==> src/rtl/stream_reverse_pp.sv <==
// stream_reverse_pp
//   Ping-pong block reverser. Beats arriving on the input side are packed
//   into one of two banks; a bank closes after N beats or on a beat flagged
//   in_last. Closed banks drain on the output side either reversed or in
//   arrival order, chosen by rev_en sampled on the first beat of each block.
//   While one bank drains, the other fills, so N-beat blocks stream at one
//   beat per cycle.
//
// Ports
//   clk, rst            single clock, synchronous active-high reset
//   rev_en              block mode, sampled on the first accepted beat
//   in_valid/in_ready   input handshake; in_data, in_last with the beat
//   out_valid/out_ready output handshake; out_data, out_last with the beat
//
// Handshake: a beat moves on a side when valid && ready are both high at a
// rising edge. valid never waits on ready, and a presented output beat holds
// its data/last until it is taken. in_ready depends only on registered bank
// flags (and rst), never on out_ready.

module stream_reverse_pp #(
   parameter int DATA_W = 32,
   parameter int N      = 4
) (
   input  logic              clk,
   input  logic              rst,
   input  logic              rev_en,
   input  logic              in_valid,
   output logic              in_ready,
   input  logic [DATA_W-1:0] in_data,
   input  logic              in_last,
   output logic              out_valid,
   input  logic              out_ready,
   output logic [DATA_W-1:0] out_data,
   output logic              out_last
);

   localparam int IDX_W = $clog2(N);
   localparam int CNT_W = $clog2(N + 1);

   // Bank storage and per-bank state
   logic [DATA_W-1:0] mem_q   [2][N];
   logic [DATA_W-1:0] mem_d   [2][N];
   logic [1:0]        full_q, full_d;
   logic [1:0]        mode_q, mode_d;
   logic [CNT_W-1:0]  count_q [2];
   logic [CNT_W-1:0]  count_d [2];

   // Write side
   logic              wr_bank_q, wr_bank_d;
   logic [IDX_W-1:0]  wr_idx_q, wr_idx_d;

   // Read side: rd_cnt counts beats already emitted from the current bank
   logic              rd_bank_q, rd_bank_d;
   logic [IDX_W-1:0]  rd_cnt_q, rd_cnt_d;

   logic              in_fire;
   logic              out_fire;
   logic              wr_close;
   logic              rd_last;
   logic [CNT_W-1:0]  rev_idx;
   logic [IDX_W-1:0]  rd_idx;

   // rst gates in_ready so nothing is accepted during reset cycles
   assign in_ready  = !rst && !full_q[wr_bank_q];
   assign out_valid = full_q[rd_bank_q];

   assign in_fire   = in_valid && in_ready;
   assign out_fire  = out_valid && out_ready;

   // Close on the last slot or on in_last; both together close only once
   assign wr_close  = in_last || (wr_idx_q == IDX_W'(N - 1));

   assign rd_last   = (CNT_W'(rd_cnt_q) == (count_q[rd_bank_q] - CNT_W'(1)));
   assign rev_idx   = count_q[rd_bank_q] - CNT_W'(1) - CNT_W'(rd_cnt_q);
   assign rd_idx    = mode_q[rd_bank_q] ? rev_idx[IDX_W-1:0] : rd_cnt_q;

   assign out_data  = out_valid ? mem_q[rd_bank_q][rd_idx] : '0;
   assign out_last  = out_valid && rd_last;

   always_comb begin
      mem_d     = mem_q;
      full_d    = full_q;
      mode_d    = mode_q;
      count_d   = count_q;
      wr_bank_d = wr_bank_q;
      wr_idx_d  = wr_idx_q;
      rd_bank_d = rd_bank_q;
      rd_cnt_d  = rd_cnt_q;

      // A writable bank is never full and a readable bank always is, so the
      // write and read updates below never touch the same bank.
      if (in_fire) begin
         mem_d[wr_bank_q][wr_idx_q] = in_data;
         if (wr_idx_q == '0) begin
            mode_d[wr_bank_q] = rev_en;
         end
         if (wr_close) begin
            full_d[wr_bank_q]  = 1'b1;
            count_d[wr_bank_q] = CNT_W'(wr_idx_q) + CNT_W'(1);
            wr_bank_d          = !wr_bank_q;
            wr_idx_d           = '0;
         end else begin
            wr_idx_d = wr_idx_q + IDX_W'(1);
         end
      end

      if (out_fire) begin
         if (rd_last) begin
            full_d[rd_bank_q] = 1'b0;
            rd_bank_d         = !rd_bank_q;
            rd_cnt_d          = '0;
         end else begin
            rd_cnt_d = rd_cnt_q + IDX_W'(1);
         end
      end
   end

   always_ff @(posedge clk) begin
      if (rst) begin
         full_q    <= '0;
         mode_q    <= '0;
         count_q   <= '{default: '0};
         wr_bank_q <= 1'b0;
         wr_idx_q  <= '0;
         rd_bank_q <= 1'b0;
         rd_cnt_q  <= '0;
      end else begin
         full_q    <= full_d;
         mode_q    <= mode_d;
         count_q   <= count_d;
         wr_bank_q <= wr_bank_d;
         wr_idx_q  <= wr_idx_d;
         rd_bank_q <= rd_bank_d;
         rd_cnt_q  <= rd_cnt_d;
      end
   end

   // Bank contents need no reset: a bank is only read once it is full
   always_ff @(posedge clk) begin
      mem_q <= mem_d;
   end

endmodule

==> config.mk <==
export PLATFORM = sky130hd
export DESIGN_NAME = stream_reverse_pp
export DESIGN_NICKNAME = d
export VERILOG_FILES = /design/src/rtl/stream_reverse_pp.sv
export SDC_FILE = /design/constraint.sdc
export NUM_CORES = 1
export LEC_CHECK = 0
export BUFFER_PORTS_ARGS = -buffer_cell sky130_fd_sc_hd__clkbuf_2
export CORE_MARGIN = 3
export CORE_UTILIZATION = 55
export CTS_BUF_LIST = sky130_fd_sc_hd__clkbuf_2
export DETAILED_ROUTE_END_ITERATION = 12
export PLACE_DENSITY = 0.8
export REMOVE_ABC_BUFFERS = 1
export SETUP_SLACK_MARGIN = 0.5
export SYNTH_ARGS = -nofsm -noshare
export SYNTH_HDL_FRONTEND = slang
export SYNTH_SLANG_ARGS = --single-unit
==> constraint.sdc <==
create_clock -name clk -period 3.9 [get_ports clk]
set_input_delay 0.585 -clock clk [delete_from_list [all_inputs] [get_ports clk]]
set_output_delay 0.585 -clock clk [all_outputs]
set_load 0.01 [all_outputs]
Yosys cells after proc, flatten, opt, wreduce, memory -nomap -nowiden
Index checks and enable logic that the tools add are counted.
- bits in registers: 272
- input bits: 38
- word-level logic and storage cells: 93
- output and inout bits: 35
- reduce and logical (&&, ||, !) cells: 17
- bitwise gates (word level): 7
- mux-type cells: 36
- order comparisons: 10
- eq/ne operators: 2
- add/subtract/negate cells: 5
- operators by type and width (kind ; number):
    128-bit two-way mux ; 4
    256-bit bitwise mux ; 1
    128-bit demux with 1-bit select ; 1
    32-bit two-way mux ; 4
    32-bit binary-select mux with 2-bit select ; 1
    32-bit demux with 2-bit select ; 1
    2-bit two-way mux ; 7
    3-bit two-way mux ; 4
    1-bit logical AND ; 8
    1-bit two-way mux ; 8
    6-bit bitwise mux ; 1
    3-bit greater-or-equal comparator (second input constant) ; 2
    2-bit NOT with 3-bit output ; 2
    2-bit AND reduction ; 3
    2-bit by 1-bit adder with 2-bit output (second input constant) ; 2
    2-bit greater-or-equal comparator (second input constant) ; 2
    1-bit logical NOT ; 4
    1-bit by 2-bit < comparator with 1-bit output (second input constant) ; 2
    1-bit NOT with 2-bit output ; 2
    2-bit by 1-bit adder with 3-bit output (second input constant) ; 1
    3-bit demux with 1-bit select ; 1
    2-bit by 3-bit equality test with 1-bit output ; 1
    3-bit by 1-bit < comparator with 1-bit output (second input constant) ; 1
    3-bit by 1-bit subtractor with 3-bit output (second input constant) ; 1
    other kinds (11) ; 13

Longest topological paths before layout
Gate-level depths: netlist (run 1).
- depth after elaboration: 12
- gate-level depth with buffers: 13
- gate-level depth less buffers: 8

Least setup slack after synthesis (run 1)
Ideal clock, no wire load.
- path type: reg2out
- start: register rd_bank_q
- end: output out_data[10]
- required time: 3315 ps
- cell stages (with the launch flop): 14
- buffers on the path: 5
- setup slack: 632 ps
- arrival: 2683 ps
- cells stage by stage: dfxtp_1 > buf_4 > buf_2 > buf_2 > mux2i_1 > inv_1 > ha_1 > buf_4 > clkbuf_1 > nand3b_1 > o311ai_1 > and3_1 > nor4_1 > a22o_1
- longest elaborated chain between the ends: 12
- elaborated cells between the ends (all ways): 19
- those cells by class: add/sub (2); mux (15); bitwise (2)
- ends and longest elaborated chain (element ; line ; source):
    start: declaration ; 53 ; logic rd_bank_q, rd_bank_d;
    start signal: assignment ; 133 ; rd_bank_q <= rd_bank_d;
    1-bit NOT with 2-bit output (implied by the code) ; 74, 77 ;
    3-bit two-way mux (implied by the code) (3 in a row) ; 74 ; assign rev_idx = count_q[rd_bank_q] - CNT_W'(1) - CNT_W'(rd_cnt_q);
    3-bit by 1-bit subtractor with 3-bit output ; 74 ;
    2-bit subtractor ; 74 ;
    2-bit two-way mux ; 75 ; assign rd_idx = mode_q[rd_bank_q] ? rev_idx[IDX_W-1:0] : rd_cnt_q;
    2-bit NOT with 3-bit output (implied by the code) ; 77 ; assign out_data = out_valid ? mem_q[rd_bank_q][rd_idx] : '0;
    32-bit binary-select mux with 2-bit select ; 77 ;
    32-bit two-way mux (implied by the code) (2 in a row) ; 77 ;
    32-bit two-way mux (*) ; 77 ;
    end: declaration ; 33 ; output logic [DATA_W-1:0] out_data,
Every way passes the cells marked *; elsewhere a longest branch is shown, timed or not. The select of a mux whose other input is x is not followed.

Worst setup path after layout (run 1)
- start: register rd_bank_q
- end: output out_data[22]
The elaborated chain is that of the path after synthesis.

==> results of run 1 <==
through the flow:
step / hold slack [ns] / total power, W / utilization (%) / TNS [ns] / instance area [um2]
2_1_floorplan: 0.454 / 0.00353 / - / -159.82 / 11900
3_3_place_gp: 0.470 / 0.00372 / 59.1 / 0 / 12900
3_5_place_dp: 0.483 / 0.00374 / 59.1 / 0 / 12900
4_1_cts: 0.00468 / 0.00543 / 65.0 / 0 / 14200
5_1_grt: -0.00773 / 0.00569 / 66.4 / -0.731 / 14500
6_report: 0.0568 / 0.00550 / 66.4 / -0.0540 / 14500
layer usage:
layer	up-vias	global-route usage [%]	routed length (um)
met5	-	0	0
met4	0	10.8	1280
met3	124	5.91	4010
met2	733	43.3	16400
met1	4526	33.8	12500
li1	4090	-	-
area by class of cell:
type | count | area, um2
timing repair buffer | 168 | 1450
clock buffer | 82 | 410
multi-input combinational | 563 | 4170
clock inverter | 28 | 113
tap | 280 | 350
sequential | 272 | 8010
inverter | 8 | 33.8
antenna | 2 | 5.00
fill | 1525 | 7350
where the power goes:
| group | internal (W) | total [W] | switching [W] | leakage [nW] |
|---|---|---|---|---|
| sequential | 0.00322 | 0.00324 | 0.0000174 | 2.44 |
| combinational | 0.000234 | 0.000586 | 0.000352 | 2.03 |
| clock | 0.000581 | 0.00167 | 0.00109 | 0.404 |
state kept, by name, summed over array words and instances, names as in the netlist:
register	count
count_q	6
full_q	2
mem_q	256
mode_q	2
rd_bank_q	1
rd_cnt_q	2
wr_bank_q	1
wr_idx_q	2
worst paths after layout:
check,start,to,cells after the start
worst max-delay path,rd_bank_q$_SDFFE_PP0P_,out_data[22],10
worst min register to register,wr_idx_q[1]$_SDFFE_PP0P_,wr_idx_q[1]$_SDFFE_PP0P_,2
worst max register to register,wr_bank_q$_SDFFE_PP0P_,mem_q[131]$_DFFE_PP_,3
worst min-delay path,rev_en,mode_q[0]$_SDFFE_PP0P_,3
critical path, stage by stage, from the launching register on:
cell and delay [ns]:
dfxtp_4 0.39, mux2i_4 0.28, inv_2 0.07, ha_4 0.27, buf_4 0.17, a21o_4 0.27, buf_8 0.18, nor3_1 0.37
a211oi_2 0.09, a22o_4 0.30, clkbuf_2 0.13
synth_stat cells:
cell | instances | area [um2]
inv_1 | 7 | 26.3
nor2_1 | 14 | 52.6
nand2_1 | 5 | 18.8
nand3_1 | 3 | 15.0
nor4_1 | 63 | 394
or3_1 | 1 | 6.26
nand3b_1 | 62 | 465
mux2_2 | 1 | 11.3
o21ai_1 | 2 | 10.0
and4bb_2 | 1 | 12.5
o311ai_0 | 2 | 17.5
dfxtp_1 | 16 | 320
a21oi_2 | 1 | 8.76
inv_2 | 1 | 3.75
a211oi_1 | 33 | 248
xor2_1 | 5 | 43.8
a221oi_1 | 1 | 8.76
xnor2_1 | 2 | 17.5
a21o_1 | 1 | 7.51
nor2_4 | 1 | 11.3
nor3_1 | 99 | 495
buf_2 | 34 | 170
a22o_1 | 32 | 280
nor2_2 | 2 | 12.5
o21ai_0 | 64 | 320
o311ai_1 | 31 | 272
nand4_1 | 3 | 18.8
o31ai_1 | 31 | 233
a31oi_1 | 2 | 12.5
nor2b_1 | 4 | 25.0
nand2b_1 | 1 | 6.26
and3_1 | 31 | 194
mux2i_1 | 39 | 390
and2_1 | 10 | 62.6
edfxtp_1 | 256 | 7690
a21oi_1 | 8 | 40.0
ha_1 | 6 | 75.1
nor4b_2 | 1 | 15.0
clkbuf_1 | 42 | 158
buf_6 | 5 | 56.3
buf_1 | 1 | 3.75
buf_4 | 10 | 75.1
a21oi_4 | 1 | 16.3
logic make-up (layout without fill, tap and decap cells):
kind of cell,count (synthesis),count (layout),synth area share (%)
AO/OA/AOI/OAI,209,209,12.0
multiplexers,40,40,3.26
flip-flops,272,272,65.0
adder cells (fa/ha/maj),6,6,0.609
XOR/XNOR,7,7,0.498
other,0,2,0
buffers and inverters,100,286,4.00
AND/OR/NAND/NOR,301,301,14.7
what timing repair did:
| item | 4_1_cts | 5_1_grt |
|---|---|---|
| setup buffers | 14 | 4 |
| resized for setup | 66 | 51 |
| hold buffers | 29 | 2 |
| cloned | 2 | 5 |
| hold endpoints to repair | 199 | 9 |
| endpoints found under the setup margin | 33 | 33 |
| pin swaps | 60 | 23 |
==> results.tsv, run 1 <==
stage	metric	value	unit
run_status	status	finished, violations left	
run_status	failing checks	negative setup slack	
place	IO Port Bufs	72	
synthesis	count of different cell masters after synthesis	43	
routing	Detail Route Antenna Nets	0	
global_routing	antenna violations before repair	1	
global_routing	largest net degree at the start of global routing	79	
sta	RSZ-0062 raised after global routing	true	
clocking	CTS tree	yes	
critical_path	critical path peak fanout	14	
sta	Setup Skew	0.0521	ns
sta	period utilization	101	%
sta	fmax	253	MHz
layout	Final #Nets	1118	
place	Final HPWL DP	17700	um
layout	most frequent cells in the layout	edfxtp_1, clkbuf_2, nor3_1	
routing	DRT iter0 DRCs	1702	
clocking	Clock Sinks	272	
floorplanning	die area	24200	um2
floorplanning	height of the die	156	um
floorplanning	IO Pins	73	
power_and_ir_drop	VDD IR max	0.311	mV
global_routing	gr ovfl total	0	
critical_path	endpoint class of the critical path	output pin	
routing	via count	9473	
sta	Final Critical Period	3.95	ns
sta	Max Slew Vio Count	0	
clocking	number of CTS-inserted buffers	61	
critical_path	Req. time, crit path	3.31	ns
clocking	Clock transition at path regs	0.09	ns
layout	Finished Layout Cells	1403	
floorplanning	DIE WIDTH	156	um
clocking	Root Buffer	clkbuf_2	
synthesis	synth warn	0	
hold_path	hold crit path type	in2reg	
layout	Layout area overhead	18.0	%
sta	Worst Max-Slew Pin Slew	1.03	ns
global_routing	first-pass GRT wire length	49500	um
critical_path	WS Path Type	reg2out	
routing	Via density	6.75	
power_and_ir_drop	cell area power density	378	nW/um2
sta	fin worst setup slack	-0.0540	ns
layout	ratio of cells with drive above 1 in the final layout	26.2	%
critical_path	Critical Path Source Type	flip-flop	
routing	DRC Markers	0	
synthesis	Seq/Total Area, Yosys	65.0	%
floorplanning	starting density of the core	56.3	%
power_and_ir_drop	Lkg Pwr	4.87	nW
critical_path	Register-to-Register Setup Slack	1.74	ns
floorplanning	Site Rows	54	
critical_path	crit path DAT	3.37	ns
synthesis	post-synth design cell area	12300	um2
global_routing	Global Route Usage Sum	26.2	%
sta	final setup violation count	1	
sta	Slew headroom	31.0	%
floorplanning	Core Box Area	21900	um2
place	pre-CTS WS	0.507	ns
place	GPL Wtd Cong	0.783	
routing	WL final	34200	um
place	Placed Instances	1235	
synthesis	Mapped Avg Cell Area	13.2	um2
layout	commonest non-fill, non-tap cell in the layout	edfxtp_1	
clocking	clk buf depth	3	
synthesis	Yosys reg bits	272	
clocking	Clock Latency Late Sink	0.90	ns
sta	Fin. Hold Viols	0	
global_routing	vias in the first global route	9163	
routing	DRT Pass-1 Iters	6	
clocking	H-tree Lvls	2	
flow_run	Max-cap violations	0	
routing	wire per inst	24.4	um
synthesis	synthesized instance count	935	
Note: power is estimated with default switching activity, not from simulation.
==> inputs of run 2 (changes only) <==
--- a/config.mk
+++ b/config.mk
@@ -6,7 +6,7 @@
 export NUM_CORES = 1
 export LEC_CHECK = 0
 export BUFFER_PORTS_ARGS = -buffer_cell sky130_fd_sc_hd__clkbuf_2
-export CORE_MARGIN = 3
+export CAP_MARGIN = 30
 export CORE_UTILIZATION = 55
 export CTS_BUF_LIST = sky130_fd_sc_hd__clkbuf_2
 export DETAILED_ROUTE_END_ITERATION = 12
==> run 2 against run 1 <==
The flow still finishes with violations (negative setup slack). Via count grew 3.5%. Critical endpoint unchanged. Routed wire length grew 10%. Highest routed layer unchanged. Cell count shrank 0.71%. Register-to-register slack lost 0.15 ns. Worst setup slack lost 0.035 ns. Critical path type unchanged. Sequential power is essentially flat. Design area grew 1.7%. Largest power group unchanged.
==> results.tsv, run 2 (synthesis results as in run 1) <==
stage	metric	value	unit
run_status	status	finished, violations left	
run_status	failing checks	negative setup slack	
global_routing	met2 global-route usage	50.7	%
layout	fillers	1469	
floorplanning	IO Pins	73	
critical_path	crit path capture	out_data[22]	
global_routing	antenna violations before repair	1	
critical_path	Reg2Reg Launch Point	rd_bank_q$_SDFFE_PP0P_	
layout	Layout area overhead	20.0	%
clocking	number of CTS-inserted buffers	67	
sta	Worst Max-Slew Pin Slew	0.743	ns
global_routing	vias in the first global route	9682	
sta	fin worst setup slack	-0.0887	ns
clocking	Clock transition at path regs	0.11	ns
layout	most frequent cells in the layout	edfxtp_1, clkbuf_2, nor3_1	
sta	RSZ-0062 raised after global routing	true	
routing	Via density	7.04	
sta	Slew headroom	50.5	%
clocking	H-tree Lvls	3	
power_and_ir_drop	Lkg Pwr	5.00	nW
clocking	CTS tree	yes	
hold_path	hold crit path type	in2reg	
global_routing	largest net degree at the start of global routing	80	
critical_path	Register-to-Register Setup Slack	1.59	ns
sta	Final Critical Period	3.99	ns
clocking	Clock Latency Late Sink	0.85	ns
flow_run	Max-cap violations	0	
global_routing	Global Route Usage Sum	32.5	%
place	Final HPWL DP	17700	um
critical_path	Critical Path Source Type	flip-flop	
routing	DRT Pass-1 Iters	6	
power_and_ir_drop	VDD IR max	0.260	mV
routing	Detail Route Antenna Nets	0	
place	GPL Wtd Cong	0.783	
layout	total area of sequential cells	8010	um2
sta	setup TNS	-0.0887	ns
critical_path	endpoint class of the critical path	output pin	
critical_path	Req. time, crit path	3.31	ns
layout	final core utilization	67.5	%
layout	Final #Nets	1113	
routing	DRC Markers	0	
critical_path	critical path peak fanout	40	
sta	Setup Skew	0.0612	ns
floorplanning	Site Rows	54	
layout	multi-input logic area	4270	um2
sta	Max Slew Vio Count	0	
routing	wire per inst	27.1	um
global_routing	Most Crowded Layer GR	met2	
layout	Regs by FF count	mem_q: 256 flops, count_q: 6 flops	
floorplanning	die area	23000	um2
place	post-placement cell area	13000	um2
critical_path	FF-to-FF path depth	10	
critical_path	crit path DAT	3.40	ns
sta	period utilization	102	%
global_routing	grt met1 use	40.5	%
clocking	clk buf depth	3	
sta	Fin. Hold Viols	0	
place	IO Port Bufs	72	
layout	largest reg by FF count	mem_q	
floorplanning	Core Box Area	21900	um2
layout	max reg flops	256	
critical_path	WS Path Type	reg2out	
global_routing	M3 GR Usage	9.16	%
floorplanning	starting density of the core	56.3	%
sta	final setup violation count	1	
sta	fmax	251	MHz
power_and_ir_drop	Tot Pwr	0.00566	W
floorplanning	height of the die	152	um
layout	post-route cell area	14800	um2
global_routing	gr ovfl total	0	
clocking	Root Buffer	clkbuf_2	
layout	commonest non-fill, non-tap cell in the layout	edfxtp_1	
power_and_ir_drop	cell area power density	383	nW/um2
floorplanning	DIE WIDTH	152	um
global_routing	first-pass GRT wire length	54700	um
layout	ratio of cells with drive above 1 in the final layout	29.1	%
routing	WL final	37700	um
routing	via count	9800	
critical_path	reg-to-reg endpoint	rd_bank_q$_SDFFE_PP0P_	
routing	DRT iter0 DRCs	1482	
clocking	Clock Sinks	272	
critical_path	crit path from	rd_bank_q$_SDFFE_PP0P_	
sta	hold_ws	0.0158	ns
-- run 2: routing by layer --
| layer | wire length [um] | share of wire [%] |
|---|---|---|
| met2 | 17500 | 46 |
| met1 | 13200 | 35 |
| met5 | 0 | 0 |
| met3 | 4830 | 13 |
| met4 | 2220 | 5.9 |
-- run 2: worst min path at each step --
| stage | start | endpoint | cells after the start |
|---|---|---|---|
| after global routing | in_data[9] | mem_q[105]$_DFFE_PP_ | 1 |
| final | in_data[29] | mem_q[93]$_DFFE_PP_ | 1 |
| after floorplan | count_q[3]$_SDFFE_PP0P_ | count_q[3]$_SDFFE_PP0P_ | 2 |
| after global placement | count_q[0]$_SDFFE_PP0P_ | count_q[0]$_SDFFE_PP0P_ | 2 |
| after CTS | in_data[30] | mem_q[30]$_DFFE_PP_ | 1 |
| after detailed placement | count_q[5]$_SDFFE_PP0P_ | count_q[5]$_SDFFE_PP0P_ | 2 |
-- run 2: metrics by stage --
step | std cells | setup WS (ns)
global route | 1393 | -0.171
global placement | 1234 | 0.704
finish | 1393 | -0.0887
detailed placement | 1235 | 0.641
floorplan | 843 | -4.42
CTS | 1384 | 0.116
-- run 2: area by class of cell --
cell class,count,share of cell area [%]
Antenna cell,1,0.0169
Clock buffer,97,3.28
Clock inverter,15,0.389
Inverter,8,0.220
Multi-Input combinational cell,563,28.9
Sequential cell,272,54.2
Tap cell,280,2.37
Timing Repair Buffer,157,10.6
-- run 2: critical path, stage by stage (launching register included) --
cell and delay, ns:
dfxtp_4 0.40, buf_8 0.13, buf_12 0.10, buf_16 0.23, nand2b_1 0.23, clkbuf_8 0.37, or3_1 0.21, o311ai_0 0.21
a31oi_1 0.32, a22o_1 0.20, clkbuf_2 0.13
-- run 2: what timing repair did --
item                       4_1_cts  5_1_grt
hold endpoints to repair        12        1
buffers inserted                23        4
hold buffers                     4        1
cloned                          10        2
gates resized for setup         86       48
pin swaps                       41       18
setup endpoints to repair       32       33
-- run 2: report_power, final --
group / internal, W / switching, W / total (W)
logic: 0.000257 / 0.000386 / 0.000643
clock network: 0.000655 / 0.00112 / 0.00178
registers: 0.00322 / 0.0000166 / 0.00324
total: 0.00413 / 0.00153 / 0.00566
